$ cat src/rtl/adc_spi_cap.sv
// adc_spi_cap: SPI capture engine for one or more serial ADCs sharing a chip
// select. Each conversion is a LEAD/SHIFT/TRAIL frame with cs low, then a
// QUIET gap. All channels are published to dataout together, with a one-clock
// valid pulse.
module adc_spi_cap #(
   parameter int unsigned RES      = 8,
   parameter int unsigned CHANNELS = 1,
   parameter int unsigned LEAD     = 3,
   parameter int unsigned TRAIL    = 5,
   parameter int unsigned QUIET    = 4,
   parameter bit          INVERT   = 1'b1
) (
   input  logic                      clk,
   input  logic                      reset,
   input  logic                      start,
   input  logic                      cont,
   input  logic [CHANNELS-1:0]       miso,
   output logic                      cs,
   output logic [CHANNELS*RES-1:0]   dataout,
   output logic                      valid,
   output logic                      busy
);

   // One down-counter serves every phase; 4 bits cover RES-1 and QUIET up to 15.
   localparam int unsigned CW = 4;

   typedef enum logic [2:0] {
      S_IDLE,
      S_LEAD,
      S_SHIFT,
      S_TRAIL,
      S_QUIET
   } state_e;

   localparam logic [CW-1:0] LEAD_LD   = CW'((LEAD > 0) ? LEAD - 1 : 0);
   localparam logic [CW-1:0] RES_LD    = CW'(RES - 1);
   localparam logic [CW-1:0] TRAIL_LD  = CW'((TRAIL > 0) ? TRAIL - 1 : 0);
   localparam logic [CW-1:0] QUIET_LD  = CW'(QUIET - 1);
   localparam logic [CW-1:0] QUIET_RST = CW'(QUIET);
   // A zero-length LEAD phase skips straight into SHIFT.
   localparam state_e        LAUNCH_ST  = (LEAD == 0) ? S_SHIFT : S_LEAD;
   localparam logic [CW-1:0] LAUNCH_CNT = (LEAD == 0) ? RES_LD : LEAD_LD;

   state_e                           state_q, state_d;
   logic [CW-1:0]                    cnt_q, cnt_d;
   logic                             cs_q, cs_d;
   logic                             valid_q, valid_d;
   logic                             busy_q, busy_d;
   logic [CHANNELS-1:0][RES-1:0]     sh_q, sh_d;
   logic [CHANNELS-1:0][RES-1:0]     data_q, data_d;
   logic [CHANNELS-1:0][RES-1:0]     sh_next_c;
   logic [RES:0]                     cat_c;

   // Every shift register takes its channel's next bit (MSB first) on the same edge.
   always_comb begin
      cat_c     = '0;
      sh_next_c = sh_q;
      for (int unsigned i = 0; i < CHANNELS; i++) begin
         cat_c        = {sh_q[i], miso[i] ^ INVERT};
         sh_next_c[i] = cat_c[RES-1:0];
      end
   end

   // Next-state logic: phase sequencing, counter reload, and word publication when cs rises.
   always_comb begin
      state_d = state_q;
      cnt_d   = cnt_q;
      cs_d    = cs_q;
      valid_d = 1'b0;
      sh_d    = sh_q;
      data_d  = data_q;

      case (state_q)
         S_IDLE: begin
            if (start | cont) begin
               cs_d    = 1'b0;
               state_d = LAUNCH_ST;
               cnt_d   = LAUNCH_CNT;
            end
         end

         S_LEAD: begin
            if (cnt_q == '0) begin
               state_d = S_SHIFT;
               cnt_d   = RES_LD;
            end else begin
               cnt_d = cnt_q - CW'(1);
            end
         end

         S_SHIFT: begin
            sh_d = sh_next_c;
            if (cnt_q == '0) begin
               if (TRAIL == 0) begin
                  // The last bit lands on the same edge that releases cs.
                  cs_d    = 1'b1;
                  valid_d = 1'b1;
                  data_d  = sh_next_c;
                  state_d = S_QUIET;
                  cnt_d   = QUIET_LD;
               end else begin
                  state_d = S_TRAIL;
                  cnt_d   = TRAIL_LD;
               end
            end else begin
               cnt_d = cnt_q - CW'(1);
            end
         end

         S_TRAIL: begin
            if (cnt_q == '0) begin
               cs_d    = 1'b1;
               valid_d = 1'b1;
               data_d  = sh_q;
               state_d = S_QUIET;
               cnt_d   = QUIET_LD;
            end else begin
               cnt_d = cnt_q - CW'(1);
            end
         end

         S_QUIET: begin
            // The final quiet clock also serves as the idle sampling edge,
            // so back-to-back conversions keep cs high for exactly QUIET clocks.
            if (cnt_q == '0) begin
               if (start | cont) begin
                  cs_d    = 1'b0;
                  state_d = LAUNCH_ST;
                  cnt_d   = LAUNCH_CNT;
               end else begin
                  state_d = S_IDLE;
               end
            end else begin
               cnt_d = cnt_q - CW'(1);
            end
         end

         default: begin
            state_d = S_QUIET;
            cnt_d   = QUIET_RST;
            cs_d    = 1'b1;
         end
      endcase

      busy_d = (state_d != S_IDLE);
   end

   // State and output registers; reset aborts any frame and parks the engine in QUIET.
   always_ff @(posedge clk or negedge reset) begin
      if (!reset) begin
         state_q <= S_QUIET;
         cnt_q   <= QUIET_RST;
         cs_q    <= 1'b1;
         valid_q <= 1'b0;
         busy_q  <= 1'b1;
         sh_q    <= '0;
         data_q  <= '0;
      end else begin
         state_q <= state_d;
         cnt_q   <= cnt_d;
         cs_q    <= cs_d;
         valid_q <= valid_d;
         busy_q  <= busy_d;
         sh_q    <= sh_d;
         data_q  <= data_d;
      end
   end

   assign cs      = cs_q;
   assign valid   = valid_q;
   assign busy    = busy_q;
   assign dataout = data_q;

endmodule

$ cat config.mk
export PLATFORM = sky130hd
export DESIGN_NAME = adc_spi_cap
export DESIGN_NICKNAME = d
export VERILOG_FILES = /design/src/rtl/adc_spi_cap.sv
export SDC_FILE = /design/constraint.sdc
export NUM_CORES = 1
export LEC_CHECK = 0
export ABC_AREA = 1
export ABC_CLOCK_PERIOD_IN_PS = 1700
export CORE_UTILIZATION = 40
export DETAILED_ROUTE_END_ITERATION = 12
export DONT_BUFFER_PORTS = 1
export GPL_TIMING_DRIVEN = 0
export PLACE_DENSITY_LB_ADDON = 0.3
export SLEW_MARGIN = 20
export SYNTH_ARGS = -nofsm -noshare
export SYNTH_HDL_FRONTEND = slang
export SYNTH_SLANG_ARGS = --single-unit
$ cat constraint.sdc
create_clock -name clk -period 1.7 [get_ports clk]
set_clock_uncertainty 0.15 [all_clocks]
set_input_delay 0.51 -clock clk [delete_from_list [all_inputs] [get_ports clk]]
set_output_delay 0.51 -clock clk [all_outputs]
set_load 0.02 [all_outputs]
# Word-level counts from Yosys, hierarchy flattened
# Index checks and enable logic that the tools add are counted.
[op_classes]
n_addsub = 1
multipliers = 0
div = 0
order_cmp = 0
n_eq_ne = 6
n_shift = 0
n_mux = 19
bitwise = 3
reduce_logical = 6
[op_table]
columns = ["cell", "count"]
rows = [
  ["4-bit two-way mux", 5],
  ["4-bit one-hot mux with 5 select lines", 1],
  ["3-bit two-way mux", 5],
  ["3-bit one-hot mux with 5 select lines", 1],
  ["3-bit by 2-bit == test with 1-bit output (second input constant)", 2],
  ["1-bit two-way mux", 6],
  ["4-bit logical NOT", 1],
  ["2-bit != test (second input constant)", 2],
  ["1-bit one-hot mux with 4 select lines", 1],
  ["4-bit by 1-bit subtractor with 4-bit output (second input constant)", 1],
  ["3-bit by 1-bit == test with 1-bit output (second input constant)", 1],
  ["3-bit == test (second input constant)", 1],
  ["3-bit logical NOT", 1],
  ["3-bit AND reduction", 1],
  ["3-bit nonzero test", 1],
  ["1-bit inverter", 2],
  ["2-bit AND reduction", 1],
  ["2-bit OR reduction", 1],
  ["1-bit OR", 1],
]
[word_totals]
reg_bits = 26
latchBits = 0
ram_bits = 0
mem_bits_ro = 0
in_bits = 5
wordCells = 42
n_memories = 0

# Longest topological paths before layout
# Gate-level depths: netlist (run 1).
[depth]
depth_word = 5
depth_mapped = 9

# Least setup slack after synthesis (run 1)
# No wires, ideal clock.
[synth_path]
path_type = "register -> register"
startpoint = "register cnt_q[0]"
endpoint = "register data_q (netlist bit dataout[0])"
setup_ns = 0.118
arrival_time_ns = 1.247
required_ns = 1.432
slack_ns = 0.184
path_stages_with_launch = 9
path_buffers = 1
period_less_slack_ns = 1.516
path_cell_list = "dfrtp_1 > inv_1 > ha_1 > nand2_2 > nor2_4 > nand2_4 > buf_6 > nand2_2 > o21ai_2"
[synth_via]
elab_chain_cells = 2
[synth_lines]
columns = ["item", "line_no", "rtl"]
rows = [
  ["start, declared", "45", "logic [CW-1:0] cnt_q, cnt_d;"],
  ["start signal, assigned", "160", "cnt_q <= cnt_d;"],
  ["4-bit logical NOT", "111", "if (cnt_q == '0) begin"],
  ["2-bit AND reduction (no source line)", "--", ""],
  ["end signal, assigned", "165", "data_q <= data_d;"],
  ["end, declared", "50", "logic [CHANNELS-1:0][RES-1:0] data_q, data_d;"],
]
# No other way between the ends.
# A chain may end at the register's enable or synchronous reset.

# Worst setup path after layout (run 1)
[layout_path]
startpoint = "register cnt_q[0]"
endpoint = "register data_q (netlist bit dataout[7])"
# The elaborated chain is that of the path after synthesis.

==> results of run 1 <==
## cells in the mapped netlist (all sizes together)
master,count
nand2,60
dfrtp,22
inv,21
o21ai,18
nor2,17
nand3,8
dfstp,4
buf,3
a21oi,2
a31oi,1
ha,1
xor2,1
## sequential cells by signal, indices dropped and copies added (netlist names)
register and flops:
state_q 3, sh_q 8, cnt_q 4, valid 1
dataout 8, cs 1, busy 1
## worst paths after layout
check	start	end	slack, ns	cells after the start
max in group asynchronous	reset	cnt_q[2]$_DFF_PN1_	0.71	2
min in group asynchronous	reset	dataout[4]$_DFFE_PN0P_	0.45	2
max reg2reg	cnt_q[0]$_DFF_PN0_	dataout[7]$_DFFE_PN0P_	0.08	8
min	miso	sh_q[0]$_DFFE_PN0P_	0.09	1
max	cnt_q[0]$_DFF_PN0_	dataout[7]$_DFFE_PN0P_	0.08	8
min reg2reg	sh_q[7]$_DFFE_PN0P_	dataout[7]$_DFFE_PN0P_	0.34	2
## logic make-up (layout without fill, tap and decap cells)
| group | count (synthesis) | in the layout |
|---|---|---|
| AOI/OAI and AO/OA | 21 | 21 |
| xor gates and xnor gates | 1 | 1 |
| adders and majority gates | 1 | 1 |
| buffers and inverters | 24 | 32 |
| DFF | 26 | 26 |
| and+or+nand+nor | 85 | 85 |
## area by class of cell
type / count / area (um^2)
multi-input combinational: 108 / 591
timing repair buffer: 4 / 45.0
buffer: 3 / 33.8
clock buffer: 3 / 22.5
inverter: 21 / 78.8
sequential: 26 / 656
fill: 304 / 1620
clock inverter: 1 / 30.0
tap: 44 / 55.1
## report_power, final
part | switching, W | internal (W)
registers | 0.000348 | 0.000926
logic | 0.000793 | 0.000502
clock network | 0.000191 | 0.000238
total | 0.00133 | 0.00167
## per-stage QoR
stage          power, W  setup slack, ns
2_1_floorplan   0.00226            0.184
3_3_place_gp    0.00244           0.0313
3_5_place_dp    0.00248         -0.00188
4_1_cts         0.00295          0.00340
5_1_grt         0.00327         -0.00552
6_report        0.00300           0.0769
## layer usage
layer	part of all wire (%)	wire (um)	track usage, %
met5	0	0	0
met4	0.40	10	6.31
met3	3.1	77	2.16
met2	52	1300	27.9
met1	45	1110	20.6
## what timing repair did
item,CTS,global route
hold buffers,2,0
pin swaps,0,1
endpoints found under the setup margin,3,14
setup buffers,0,2
endpoints found under the hold margin,26,0
gates resized for setup,1,2
## worst max-delay path, delay by kind of cell, from the launching register on
kind,cells,cell delay [ns]
flops,1,0.44
buf+inv,2,0.28
fa+ha+maj,1,0.16
simple gates,5,0.50
## layout by cell type (no fill, tap or decap), types with 3 or more instances in the layout
| master | count |
|---|---|
| nand3_2 | 3 |
| buf_6 | 3 |
| nand3_1 | 5 |
| dfrtp_1 | 22 |
| clkbuf_4 | 3 |
| o21ai_2 | 15 |
| nand2_1 | 53 |
| nor2_1 | 12 |
| nor2_2 | 3 |
| inv_2 | 6 |
| inv_1 | 15 |
| nand2_2 | 5 |
| dfstp_2 | 4 |
==> run metrics, run 1 <==
status complete, no violations; Slew Limit Fails 0; Chip Height 60.0 um; DRT antenna net count 0; Tcrit/Tclk final 95.5%; Post-Route Utilization just under 50%; # rows 20; final routed DRC violation total 0; Overall Global Routing Usage 16.3%; Mapped Avg Cell Area approximately 8.5 um^2; Synth cell types 20; maximum fanout along the worst path 10; largest area contributor in the netlist dfrtp_1; Synth Area in XOR/XNOR 0.651%; per-cell routed wire length roughly 12 um; Fin Hold WS 0.0858 ns; drt pass-1 iters 4; clock buffer depth 2; TNS Setup 0 ns; root buf cell clkbuf_4; synth top area cells dfrtp_1, nand2_1, o21ai_2, dfstp_2, inv_1; Placed Instance Area between 1000 and 1500 um^2; IO buf count 0; Post-Syn Instances 158; post-synthesis mux area share 0%; final hold vios 0; non-filler cells, final 210; Top cell by count, worst path nand2_1; total placed cells including tap cells a little over 200; post-layout net count ~170; Area Overhead vs Synth 12.3%; CTS tree yes; Hold Crit Class primary input to register; Yosys top cell area share 40.9%; maxcap violations 0; Final HPWL DP around 1700 um; Seq/Total Area, Yosys 48.7%; first-pass GRT wire length 4370 um; Power Density slightly below 2000 nW/um^2; antenna violations before repair 0; Worst Setup Path Type register to register; simple-gate share of the synthesized area between 20% and 30%; clock sinks 26; Pleak between 0.7 and 0.8 nW; I/O pins 16; number of global-route vias before repair 1014; post-synthesis adder-cell area fraction 0.929%; Yosys warnings 0; flops & latches, synth 26; DR vias between 1000 and 1500; startpoint types register; min cycle time layout 1.62 ns; VDD IR-drop max approximately 0.00076 V; initial core utilization a little over two fifths; synthesized area 1350 um^2; fin area 1510 um^2; Worst slew margin 78.0%; Least-Margin Pin Slew ~0.33 ns; WP data required 1.78 ns; CTS H-Tree Depth 1; gpl congestion 0.802; largest family of logic cells by synthesized area simple AND/OR/NAND/NOR gates; Setup violations, final 0; Inserted Clock Buffers 3; Syn Nets 164; DIE AREA 3600 um^2; Critical Path Max Stage Delay 0.44 ns; grt total ovfl 0; clk slew on worst S/H paths 0.15 ns; Synth Area in Compound Gates 12.1%; Worst EP arrival ~1.7 ns; worst skew pair latency 0.32 ns; CP Cell Sequence inv_2 -> ha_4 -> nand2_2 -> nor2_4 -> nand2_4 -> buf_6 -> nand2_1 -> nand2_1; Total Wirelength 2500 um; CP endpoint kind register; DRT iter0 DRCs 31; fmax 0.616 GHz; largest net degree at the start of global routing 27; n_diodes 0; die width 60.0 um; slowest CP cell dfrtp_1; Vias/cell slightly below 5; share of cells above drive strength 1 30.7%; Core ar. ~3100 um^2
No activity file was read; power rests on OpenSTA's default activity.
==> run 2, diff against run 1 <==
--- a/config.mk
+++ b/config.mk
@@ -12,6 +12,7 @@
 export DONT_BUFFER_PORTS = 1
 export GPL_TIMING_DRIVEN = 0
 export PLACE_DENSITY_LB_ADDON = 0.3
+export SKIP_LAST_GASP = 1
 export SLEW_MARGIN = 20
 export SYNTH_ARGS = -nofsm -noshare
 export SYNTH_HDL_FRONTEND = slang
==> results of run 2 <==
Final layout, timing and power as in run 1 (identical DEF).
==> run 3, diff against run 2 <==
--- a/config.mk
+++ b/config.mk
@@ -5,7 +5,6 @@
 export SDC_FILE = /design/constraint.sdc
 export NUM_CORES = 1
 export LEC_CHECK = 0
-export ABC_AREA = 1
 export ABC_CLOCK_PERIOD_IN_PS = 1700
 export CORE_UTILIZATION = 40
 export DETAILED_ROUTE_END_ITERATION = 12
@@ -13,7 +12,6 @@
 export GPL_TIMING_DRIVEN = 0
 export PLACE_DENSITY_LB_ADDON = 0.3
 export SKIP_LAST_GASP = 1
-export SLEW_MARGIN = 20
 export SYNTH_ARGS = -nofsm -noshare
 export SYNTH_HDL_FRONTEND = slang
 export SYNTH_SLANG_ARGS = --single-unit
==> run metrics, run 3 <==
Worst Setup Path Type register to register; Async SR Flop Fraction 100%; Synth Area in XOR/XNOR less than 1%; cell with the most instances after synthesis dfrtp_1; Synth cell types 34; Slew Limit Fails 0; TNS Setup -3.61 ns; maximum fanout along the worst path 4; Pleak 0.711 nW; Synth Area in Compound Gates 11.2%; post-synthesis mux area share 15.7%; total placed cells including tap cells around 160; DRT antenna net count 0; fin area 1640 um^2; post-synthesis adder-cell area fraction 0.988%; synth top area cells dfrtp_1, mux2_2, dfstp_2, mux2i_1, nand2b_1; RSZ-0062 raised after global routing true; Total Wirelength 2720 um; Area Overhead vs Synth 29.2%; Tcrit/Tclk final 119%; worst slack, placed -0.678 ns; Syn Nets 117; Final HPWL DP 1630 um; min cycle time layout between 2 and 2.5 ns; clk slew on worst S/H paths 0.14 ns; number of global-route vias before repair around 910; Post-synth top cells dfrtp_1, mux2_2, nor2_1, clkbuf_1, nor3_1; gpl congestion 0.867; Yosys warnings 0; root buf cell clkbuf_4; clock sinks 26; hold worst-path end sh_q[0]$_DFFE_PN0P_; status finished, violations left; drt pass-1 iters 4; startpoint types register; final routed DRC violation total 0; Most used DFF post-synth dfrtp_1; Post-Syn Instances 111; Seq/Total Area, Yosys 51.8%; Worst slew margin around 74%; Yosys top cell area share 43.5%; largest family of logic cells by synthesized area simple AND/OR/NAND/NOR gates; Placed Instance Area 1320 um^2; Setup violations, final 16; R2R depth 7; Least-Margin Pin Slew 0.391 ns; Inserted Clock Buffers 3; Vias/cell 5.54; Power Density 1800 nW/um^2; Worst Slack Setup Final -0.319 ns; synthesized area 1270 um^2; failing checks negative setup slack; CP endpoint kind register; Chip Height 58.3 um; first-pass GRT wire length about 4300 um; VDD IR-drop max between 0.001 and 0.0015 V; DRT iter0 DRCs 41; reg2reg end dataout[0]$_DFFE_PN0P_; flops & latches, synth 26; worst r2r src cnt_q[0]$_DFF_PN0_; grt total ovfl 0; flop-to-flop setup slack -0.32 ns; DIE AREA 3390 um^2; n_diodes 0; initial core utilization 41.8%; I/O pins 16; CTS tree yes; maxcap violations 0; Core ar. between 3000 and 4000 um^2; Post-synth EDFFs 0; final hold vios 0; most frequent cells in the layout dfrtp_1, mux2_4, buf_6, mux2_2, buf_4; largest net degree at the start of global routing 27; Mapped Avg Cell Area 11.4 um^2; Overall Global Routing Usage 17.1%; antenna violations before repair 0; # rows 20; post-layout net count 135; DR vias 953; clock buffer depth 2; die width 58.3 um; simple-gate share of the synthesized area approximately 16%; Worst EP arrival 2.08 ns; IO buf count 0; worst skew pair latency ~0.32 ns; largest area contributor in the netlist dfrtp_1; non-filler cells, final 172; WP data required 1.76 ns; Tot Pwr 0.00294 W; fmax 0.495 GHz; Hold Crit Class primary input to register; commonest non-fill, non-tap cell in the layout dfrtp_1; per-cell routed wire length about 16 um; CTS H-Tree Depth 1; share of cells above drive strength 1 40.6%; hold path depth 1; hold wc startpoint miso
==> run 3: cell families after synthesis <==
kind of cell               Yosys count
and+or+nand+nor                     34
AOI/OAI and AO/OA                   21
adders and majority gates            1
muxes                               18
buffers and inverters               10
xor gates and xnor gates             1
DFF                                 26
==> run 3: stage by stage <==
stage	util, %	hold WS (ns)
after CTS	50.7	0.115
after detailed placement	43.7	0.0649
final	54.0	0.127
after global routing	54.0	0.0965
after global placement	43.7	0.0650
after floorplan	-	0.0644
==> run 3: where the power goes <==
| group | total [W] | internal [W] | switching (W) |
|---|---|---|---|
| logic | 0.00138 | 0.000762 | 0.000617 |
| clock network | 0.000411 | 0.000238 | 0.000173 |
| registers | 0.00115 | 0.000845 | 0.000309 |
==> run 3: layer usage <==
metal | up-vias | routed length (um) | global-route usage, %
met2 | 34 | 1330 | 26.4
met3 | 2 | 159 | 4.46
met5 | - | 0 | 0
met4 | 0 | 34 | 7.48
li1 | 440 | - | -
met1 | 477 | 1190 | 22.6
==> run 3: worst max path at each step <==
stage                             startpoint                     end  depth (start not counted)
after floorplan           cnt_q[0]$_DFF_PN0_  dataout[0]$_DFFE_PN0P_                          6
after global placement    cnt_q[0]$_DFF_PN0_  dataout[1]$_DFFE_PN0P_                          6
after detailed placement  cnt_q[0]$_DFF_PN0_  dataout[0]$_DFFE_PN0P_                          6
after CTS                 cnt_q[0]$_DFF_PN0_  dataout[0]$_DFFE_PN0P_                          7
after global routing      cnt_q[0]$_DFF_PN0_  dataout[1]$_DFFE_PN0P_                          7
final                     cnt_q[0]$_DFF_PN0_  dataout[0]$_DFFE_PN0P_                          7
==> run 3: layout make-up <==
| cell class | count | area, um^2 |
|---|---|---|
| repair buffers | 15 | 150 |
| multi-input cells | 75 | 682 |
| flip-flops and latches | 26 | 656 |
| inverters | 4 | 15.0 |
| clock inverters | 1 | 30.0 |
| fillers | 254 | 1390 |
| plain buffers | 4 | 26.3 |
| well taps | 44 | 55.1 |
| clock buffers | 3 | 22.5 |
==> run 3: critical path: stages (launching register included) <==
cell     delay [ns]
dfrtp_1        0.43
inv_2          0.08
ha_4           0.14
or3b_1         0.35
buf_6          0.14
nor3_4         0.16
buf_6          0.17
mux2_4         0.30
==> run 3: repair_timing <==
action | 4_1_cts | 5_1_grt
gates cloned | 0 | 0
pin swaps | 2 | 10
gates resized for setup | 17 | 19
hold endpoints to repair | 26 | 0
setup endpoints to repair | 25 | 25
hold buffers | 2 | 0
setup buffers | 9 | 5
